===== config.mk =====
export PLATFORM = sky130hd
export DESIGN_NAME = processador_multiciclo
export DESIGN_NICKNAME = d
export VERILOG_FILES = /design/src/rtl/processador_pkg.sv /design/src/rtl/banco_registradores_param.sv /design/src/rtl/processador_multiciclo.sv
export SDC_FILE = /design/constraint.sdc
export NUM_CORES = 2
export LEC_CHECK = 0
export ABC_CLOCK_PERIOD_IN_PS = 8900
export BUFFER_PORTS_ARGS = -buffer_cell sky130_fd_sc_hd__buf_4
export CAP_MARGIN = 20
export CELL_PAD_IN_SITES_DETAIL_PLACEMENT = 1
export CELL_PAD_IN_SITES_GLOBAL_PLACEMENT = 2
export CORE_MARGIN = 3
export CORE_UTILIZATION = 46
export DETAILED_ROUTE_END_ITERATION = 7
export PLACE_DENSITY_LB_ADDON = 0.1
export RECOVER_POWER = 100
export SLEW_MARGIN = 20
export SYNTH_ARGS = -nofsm -noshare
export SYNTH_HDL_FRONTEND = slang
export SYNTH_SLANG_ARGS = --single-unit

===== constraint.sdc =====
create_clock -name clk -period 8.9 [get_ports clk]
set_clock_uncertainty 0.15 [all_clocks]
set_input_delay 0.89 -clock clk [delete_from_list [all_inputs] [get_ports clk]]
set_output_delay 0.89 -clock clk [all_outputs]
set_load 0.01 [all_outputs]

===== src/rtl/processador_pkg.sv =====
`default_nettype none
// ============================================================================
// processador_pkg : opcodes, ALU encoding, FSM states for processador_multiciclo
// Rev 1.0
// ============================================================================
package processador_pkg;

  localparam logic [6:0] OPC_RTYPE  = 7'b0110011;
  localparam logic [6:0] OPC_OPIMM  = 7'b0010011;
  localparam logic [6:0] OPC_LOAD   = 7'b0000011;
  localparam logic [6:0] OPC_STORE  = 7'b0100011;
  localparam logic [6:0] OPC_BRANCH = 7'b1100011;
  localparam logic [6:0] OPC_JAL    = 7'b1101111;

  localparam logic [2:0] F3_ADD = 3'b000;
  localparam logic [2:0] F3_SLT = 3'b010;
  localparam logic [2:0] F3_OR  = 3'b110;
  localparam logic [2:0] F3_AND = 3'b111;
  localparam logic [2:0] F3_LW  = 3'b010;
  localparam logic [2:0] F3_SW  = 3'b010;
  localparam logic [2:0] F3_BEQ = 3'b000;
  localparam logic [2:0] F3_BNE = 3'b001;

  localparam logic [3:0] ALU_ADD = 4'd0;
  localparam logic [3:0] ALU_SUB = 4'd1;
  localparam logic [3:0] ALU_AND = 4'd2;
  localparam logic [3:0] ALU_OR  = 4'd3;
  localparam logic [3:0] ALU_SLT = 4'd4;

  typedef logic [2:0] state_t;
  localparam state_t S_FETCH  = 3'd0;
  localparam state_t S_DECODE = 3'd1;
  localparam state_t S_EXEC   = 3'd2;
  localparam state_t S_MEM    = 3'd3;
  localparam state_t S_WB     = 3'd4;
  localparam state_t S_HALT   = 3'd5;

  // True when both the opcode and its funct3 belong to the supported subset.
  function automatic logic legal_insn(input logic [31:0] ir);
    logic [2:0] f3;
    f3 = ir[14:12];
    case (ir[6:0])
      OPC_RTYPE:  legal_insn = (f3 == F3_ADD) || (f3 == F3_SLT) ||
                               (f3 == F3_OR)  || (f3 == F3_AND);
      OPC_OPIMM:  legal_insn = (f3 == F3_ADD);
      OPC_LOAD:   legal_insn = (f3 == F3_LW);
      OPC_STORE:  legal_insn = (f3 == F3_SW);
      OPC_BRANCH: legal_insn = (f3 == F3_BEQ) || (f3 == F3_BNE);
      OPC_JAL:    legal_insn = 1'b1;
      default:    legal_insn = 1'b0;
    endcase
  endfunction

endpackage
`default_nettype wire


===== src/rtl/banco_registradores_param.sv =====
`default_nettype none
// ============================================================================
// banco_registradores_param : NUM_REGS x 32 register bank, 2 async reads,
// 1 sync write, x0 and out-of-range addresses read as zero. Rev 1.0
// ============================================================================
module banco_registradores_param #(
  parameter int NUM_REGS = 32
) (
  input  logic        clk,
  input  logic        we_i,
  input  logic [4:0]  waddr_i,
  input  logic [31:0] wdata_i,
  input  logic [4:0]  raddr1_i,
  input  logic [4:0]  raddr2_i,
  output logic [31:0] rdata1_o,
  output logic [31:0] rdata2_o
);

  logic [31:0] regs_q [1:NUM_REGS-1];

  always_ff @(posedge clk) begin
    for (int i = 1; i < NUM_REGS; i++) begin
      if (we_i && (waddr_i == 5'(i))) begin
        regs_q[i] <= wdata_i;
      end
    end
  end

  // Only real entries match, so x0 and addresses >= NUM_REGS fall through to 0.
  always_comb begin
    rdata1_o = 32'h0;
    rdata2_o = 32'h0;
    for (int i = 1; i < NUM_REGS; i++) begin
      if (raddr1_i == 5'(i)) rdata1_o = regs_q[i];
      if (raddr2_i == 5'(i)) rdata2_o = regs_q[i];
    end
  end

endmodule
`default_nettype wire


===== src/rtl/processador_multiciclo.sv =====
`default_nettype none
// ============================================================================
// processador_multiciclo : multi-cycle RV32I-subset core, shared req/ready port.
// Optional macro PROCESSADOR_ILLEGAL_TRAP_EN: illegal instruction halts (trap).
// Rev 1.0
// ============================================================================
module processador_multiciclo
  import processador_pkg::*;
#(
  parameter logic [31:0] RESET_PC = 32'h0000_0000,
  parameter int          NUM_REGS = 32
) (
  input  logic        clk,
  input  logic        rst,
  output logic        mem_req,
  output logic        mem_we,
  output logic [31:0] mem_addr,
  output logic [31:0] mem_wdata,
  input  logic [31:0] mem_rdata,
  input  logic        mem_ready,
  output logic        retire,
  output logic [31:0] pc_out,
  output logic        trap
);

  state_t      state_q, state_d;
  logic [31:0] pc_q, pc_d;
  logic [31:0] ir_q, ir_d;
  logic [31:0] a_q, a_d;
  logic [31:0] b_q, b_d;
  logic [31:0] target_q, target_d;
  logic [31:0] aluout_q, aluout_d;
  logic [31:0] mdr_q, mdr_d;

  logic [6:0]  opcode;
  logic [4:0]  rd, rs1, rs2;
  logic [2:0]  funct3;
  logic        is_rtype, is_opimm, is_load, is_store, is_branch, is_jal, legal;
  logic [31:0] imm, alu_b, alu_res, pc_plus4, addr_sel;
  logic [31:0] rf_rdata1, rf_rdata2, rf_wdata;
  logic [3:0]  alu_op;
  logic        rf_we, retire_w, br_taken;
  logic [1:0]  unused_addr_bits;

  assign opcode    = ir_q[6:0];
  assign rd        = ir_q[11:7];
  assign funct3    = ir_q[14:12];
  assign rs1       = ir_q[19:15];
  assign rs2       = ir_q[24:20];
  assign is_rtype  = (opcode == OPC_RTYPE);
  assign is_opimm  = (opcode == OPC_OPIMM);
  assign is_load   = (opcode == OPC_LOAD);
  assign is_store  = (opcode == OPC_STORE);
  assign is_branch = (opcode == OPC_BRANCH);
  assign is_jal    = (opcode == OPC_JAL);
  assign legal     = legal_insn(ir_q);
  assign pc_plus4  = pc_q + 32'd4;
  assign br_taken  = (funct3 == F3_BNE) ? (a_q != b_q) : (a_q == b_q);

  always_comb begin
    imm = 32'h0;
    case (opcode)
      OPC_OPIMM, OPC_LOAD: imm = {{20{ir_q[31]}}, ir_q[31:20]};
      OPC_STORE:  imm = {{20{ir_q[31]}}, ir_q[31:25], ir_q[11:7]};
      OPC_BRANCH: imm = {{19{ir_q[31]}}, ir_q[31], ir_q[7], ir_q[30:25], ir_q[11:8], 1'b0};
      OPC_JAL:    imm = {{11{ir_q[31]}}, ir_q[31], ir_q[19:12], ir_q[20], ir_q[30:21], 1'b0};
      default:    imm = 32'h0;
    endcase
  end

  always_comb begin
    alu_op = ALU_ADD;
    if (is_rtype) begin
      case (funct3)
        F3_ADD:  alu_op = ir_q[30] ? ALU_SUB : ALU_ADD;
        F3_SLT:  alu_op = ALU_SLT;
        F3_OR:   alu_op = ALU_OR;
        F3_AND:  alu_op = ALU_AND;
        default: alu_op = ALU_ADD;
      endcase
    end
  end

  assign alu_b = is_rtype ? b_q : imm;

  always_comb begin
    case (alu_op)
      ALU_SUB: alu_res = a_q - alu_b;
      ALU_AND: alu_res = a_q & alu_b;
      ALU_OR:  alu_res = a_q | alu_b;
      ALU_SLT: alu_res = {31'h0, $signed(a_q) < $signed(alu_b)};
      default: alu_res = a_q + alu_b;
    endcase
  end

  banco_registradores_param #(
    .NUM_REGS (NUM_REGS)
  ) u_banco (
    .clk      (clk),
    .we_i     (rf_we & ~rst),
    .waddr_i  (rd),
    .wdata_i  (rf_wdata),
    .raddr1_i (rs1),
    .raddr2_i (rs2),
    .rdata1_o (rf_rdata1),
    .rdata2_o (rf_rdata2)
  );

  always_comb begin
    state_d  = state_q;
    pc_d     = pc_q;
    ir_d     = ir_q;
    a_d      = a_q;
    b_d      = b_q;
    target_d = target_q;
    aluout_d = aluout_q;
    mdr_d    = mdr_q;
    rf_we    = 1'b0;
    rf_wdata = aluout_q;
    retire_w = 1'b0;
    case (state_q)
      S_FETCH: begin
        if (mem_ready) begin
          ir_d    = mem_rdata;
          state_d = S_DECODE;
        end
      end
      S_DECODE: begin
        a_d      = rf_rdata1;
        b_d      = rf_rdata2;
        target_d = pc_q + imm;
        state_d  = S_EXEC;
`ifdef PROCESSADOR_ILLEGAL_TRAP_EN
        if (!legal) state_d = S_HALT;
`endif
      end
      S_EXEC: begin
        if (!legal) begin
          pc_d     = pc_plus4;
          retire_w = 1'b1;
          state_d  = S_FETCH;
        end else if (is_branch) begin
          pc_d     = br_taken ? target_q : pc_plus4;
          retire_w = 1'b1;
          state_d  = S_FETCH;
        end else if (is_jal) begin
          rf_we    = 1'b1;
          rf_wdata = pc_plus4;
          pc_d     = target_q;
          retire_w = 1'b1;
          state_d  = S_FETCH;
        end else begin
          aluout_d = alu_res;
          state_d  = (is_load || is_store) ? S_MEM : S_WB;
        end
      end
      S_MEM: begin
        if (mem_ready) begin
          if (is_store) begin
            pc_d     = pc_plus4;
            retire_w = 1'b1;
            state_d  = S_FETCH;
          end else begin
            mdr_d   = mem_rdata;
            state_d = S_WB;
          end
        end
      end
      S_WB: begin
        rf_we    = 1'b1;
        rf_wdata = is_load ? mdr_q : aluout_q;
        pc_d     = pc_plus4;
        retire_w = 1'b1;
        state_d  = S_FETCH;
      end
      S_HALT:  state_d = S_HALT;
      default: state_d = S_FETCH;
    endcase
  end

  always_ff @(posedge clk) begin
    if (rst) begin
      state_q  <= S_FETCH;
      pc_q     <= RESET_PC;
      ir_q     <= 32'h0;
      a_q      <= 32'h0;
      b_q      <= 32'h0;
      target_q <= 32'h0;
      aluout_q <= 32'h0;
      mdr_q    <= 32'h0;
    end else begin
      state_q  <= state_d;
      pc_q     <= pc_d;
      ir_q     <= ir_d;
      a_q      <= a_d;
      b_q      <= b_d;
      target_q <= target_d;
      aluout_q <= aluout_d;
      mdr_q    <= mdr_d;
    end
  end

  // Port signals come straight from registers, so they hold during wait states;
  // gating with rst keeps a pending store from committing during reset.
  assign addr_sel         = (state_q == S_MEM) ? aluout_q : pc_q;
  assign unused_addr_bits = addr_sel[1:0];
  assign mem_req   = ~rst & ((state_q == S_FETCH) || (state_q == S_MEM));
  assign mem_we    = ~rst & (state_q == S_MEM) & is_store;
  assign mem_addr  = {addr_sel[31:2], 2'b00};
  assign mem_wdata = b_q;
  assign retire    = ~rst & retire_w;
  assign pc_out    = pc_q;

`ifdef PROCESSADOR_ILLEGAL_TRAP_EN
  assign trap = (state_q == S_HALT);
`else
  assign trap = 1'b0;
`endif

endmodule
`default_nettype wire

==> results.cfg <==
[route]
ant_nets = 0
wl_mm = 305.6
first_pass_iters = 6
viasPerCell = 7.175
detail_route.wl_per_cell_um = 38.68
vias = 56690
drt_iter0_drc = 7624
drc = 0

[global_route]
use_met3_pct = 7.466
grt_first_pass_wirelength_mm = 427.3
overflow = 0
grt_use_total_pct = 42.13
antenna_found_initial = 16
met1_usage_pct = 50.93
grt_pass1_vias = 55870
use_met2_pct = 66.83
grt.busiest_layer = met2
grt_max_degree = 78

[timing]
slew_headroom_pct = -134.5
fin_crit_ns = 7.423
fin_crit_sh_pct = 83.41
finalSetupViolCount = 0
maxSlewViolCount = 2267
setup_tns_ns = 0
worst_slack_ns = 1.477
max_freq_ghz = 0.1347
worst_pin_slew_ns = 3.517
finalHoldViolCount = 0
rsz0062_at_grt = false

[logic_synthesis]
synth_top_area_share_pct = 47.35
yosysWarnings = 0
synth_area_leaders = edfxtp_1 47%, dfxtp_1 7.2%, a21oi_1 3.8%, o21ai_0 3.5%, nand2_1 3.4%
synth.yosys.seq_area_share_pct = 54.57
synth-edff-count = 992
ys_dominant_reg_cell = edfxtp_1
async_flop_share_pct = 0
ys_ff_latch = 1219
avgSynthCellArea_um2 = 10.64
synth_largest_area_cell = edfxtp_1
synth_cell_type_count = 111
syn-instance-count = 5912
netlist_area_mm2 = 0.06291

[power_and_ir_drop]
switching_share_pct = 26.99
p_per_area_mw_per_mm2 = 194.5
peakVddDrop_v = 0.0002539
pwr-share-comb_pct = 10.6
clkPwrFrac_pct = 43.9
power_mw = 13.73
leakage_nw = 22.80
power_switching_mw = 3.704
p_int_mw = 10.02
seq_power_share_pct = 45.5

[setup_path]
critical-path-slowest-cell = clkbuf_1
cp-start-kind = register
cp.arrival_ns = 7.99
cp_max_fo = 31
cpPeakStageDelay_ns = 1.77
crit_chain = clkbuf_1 > nand2_1 > clkbuf_1 > o22ai_1 > a21oi_1 > and3_1 > o21ai_1 > o221ai_1 > a2111oi_0 > o211ai_1 > o211ai_1
worstPathRequired_ns = 9.47
path_class = reg2reg
cp-end-kind = register

[placement]
pre_cts_slack_ns = 3.621
dp.cells = 7637
io_buffer_count = 131
place_area_mm2 = 0.06667
gp_congestion = 0.9832
hpwlAfterDp_mm = 219.3

[clock_tree]
cts_num_sinks = 1219
clk_transition_reported_paths_ns = 0.06
cts_tree = built
numCtsBuffers = 139
clock_latency_ns = 0.80
htreeDepth = 4
root_buffer = clkbuf_16
hold_buffers = 0
cts_resized = 0
cts_setup_buffers = 0
clk_path_buf_depth = 3

[flow_run]
cap_violations = 70

[floorplanning]
die_h_um = 375.8
initial_utilization_pct = 46.38
dieArea_mm2 = 0.1412
num_io_pins = 135
row_count = 135
die_width_um = 375.8
core-area_mm2 = 0.1356

[finish]
layout.nets = 6167
area_delta_synth_final_pct = 12.17
drive_gt1_share_pct = 10.57
design_area_mm2 = 0.07057
finalNonFillerCells = 7900

[min_path]
hold_class = in2reg

[outcome]
status = complete, but fails checks
violations = max-capacitance violations, max-slew violations
==> cell usage after synthesis (21+ instances only) <==
| cell | count |
|---|---|
| a222oi_1 | 58 |
| nand2b_1 | 30 |
| clkbuf_1 | 270 |
| a21oi_1 | 476 |
| nand3_1 | 97 |
| and2_1 | 21 |
| nor4_1 | 33 |
| a22oi_1 | 163 |
| o221ai_1 | 56 |
| a21o_1 | 82 |
| or3_1 | 52 |
| mux2i_1 | 83 |
| nand2_1 | 566 |
| nor2_1 | 425 |
| o21ai_0 | 435 |
| mux2_2 | 92 |
| nor2b_1 | 39 |
| a221oi_1 | 107 |
| nor3_1 | 104 |
| a22o_1 | 26 |
| o2111ai_1 | 29 |
| nand4_1 | 42 |
| dfxtp_1 | 227 |
| ha_1 | 130 |
| a221o_1 | 39 |
| and3_1 | 35 |
| o22ai_1 | 247 |
| edfxtp_1 | 992 |
| o21a_1 | 29 |
| buf_1 | 28 |
| buf_2 | 118 |
| a31oi_1 | 75 |
| a2111oi_0 | 24 |
| xnor2_1 | 74 |
| o211ai_1 | 38 |
| inv_1 | 128 |
| a211oi_1 | 48 |
==> flip-flops by register name, summed over array words and instances, names as in the netlist <==
register,count
aluout_q,32
ir_q,32
a_q,32
mem_wdata,32
u_banco.regs_q,992
mdr_q,32
target_q,32
state_q,3
pc_out,32
==> through the flow <==
stage / utilization [%] / hold WS, ns
finish: 52.03 / 0.2192
global route: 52.02 / 0.2148
CTS: 52.61 / 0.1966
detailed placement: 49.15 / 0.2965
global placement: 49.11 / 0.2870
floorplan: - / 0.2696
==> power groups by stage <==
| stage | Clock [mW] | Combinational (mW) | Sequential [mW] |
|---|---|---|---|
| after floorplan | 0 | 0.808 | 6.27 |
| after global routing | 6.29 | 1.50 | 6.23 |
| after global placement | 0 | 1.40 | 6.36 |
| final | 6.02 | 1.46 | 6.24 |
| after CTS | 6.04 | 1.42 | 6.24 |
| after detailed placement | 0 | 1.41 | 6.36 |
==> critical path, delay by kind of cell (launching register included) <==
family	cells	cell delay [ns]
AOI/OAI and AO/OA	7	2.80
buffers and inverters	2	2.67
and+or+nand+nor	2	1.00
DFF	1	0.65
==> cell type report <==
cell class	instances	area [um2]
Inverter	131	491.7
Clock inverter	82	1037
Tap cell	1781	2228
Fill cell	14510	65070
Antenna cell	5	12.51
Multi-Input combinational cell	4134	26570
Sequential cell	1219	34350
Clock buffer	174	3660
Timing Repair Buffer	374	2222
==> worst paths after layout <==
kind                                   from                    endpoint  slack [ns]  cells after the start
setup / recovery      ir_q[20]$_SDFFE_PP0P_  mem_wdata[17]$_SDFFE_PP0P_        1.48                     11
hold / removal                mem_rdata[13]       ir_q[13]$_SDFFE_PP0P_        0.22                      3
setup reg to reg      ir_q[20]$_SDFFE_PP0P_  mem_wdata[17]$_SDFFE_PP0P_        1.48                     11
hold reg to reg   target_q[22]$_SDFFE_PP0P_   target_q[22]$_SDFFE_PP0P_        0.30                      2
==> routing by layer <==
layer	wire length, um	up-vias
met1	109700	28480
met5	60	-
met2	138700	3919
met3	27940	1102
li1	-	23180
met4	29150	8
==> cells by family after synthesis <==
group,synth area share [%]
AOI/OAI and AO/OA,22.83
xor gates and xnor gates,1.281
adders and majority gates,2.681
buffers and inverters,3.667
DFF,54.57
muxes,3.415
other,0.005961
and+or+nand+nor,11.54
==> cell usage in the layout (no fill, tap or decap), drive strengths merged, types with 28 or more instances in the layout <==
| cell type | count |
|---|---|
| or3 | 52 |
| mux2 | 93 |
| ha | 130 |
| edfxtp | 992 |
| a21o | 82 |
| mux2i | 83 |
| dfxtp | 227 |
| nand2b | 31 |
| o221ai | 56 |
| a21oi | 477 |
| nor2b | 39 |
| nand2 | 566 |
| a2111oi | 28 |
| a222oi | 58 |
| nor2 | 436 |
| nand4 | 42 |
| nand3 | 97 |
| a211oi | 49 |
| o21a | 29 |
| nor3 | 109 |
| a221oi | 108 |
| inv | 137 |
| xnor2 | 74 |
| o22ai | 248 |
| and3 | 35 |
| o2111ai | 29 |
| clkbuf | 341 |
| nor4 | 33 |
| buf | 207 |
| a221o | 39 |
| clkinv | 54 |
| o21ai | 457 |
| o211ai | 39 |
| a22oi | 163 |
| a31oi | 76 |
(Power assumes the default switching activity.)
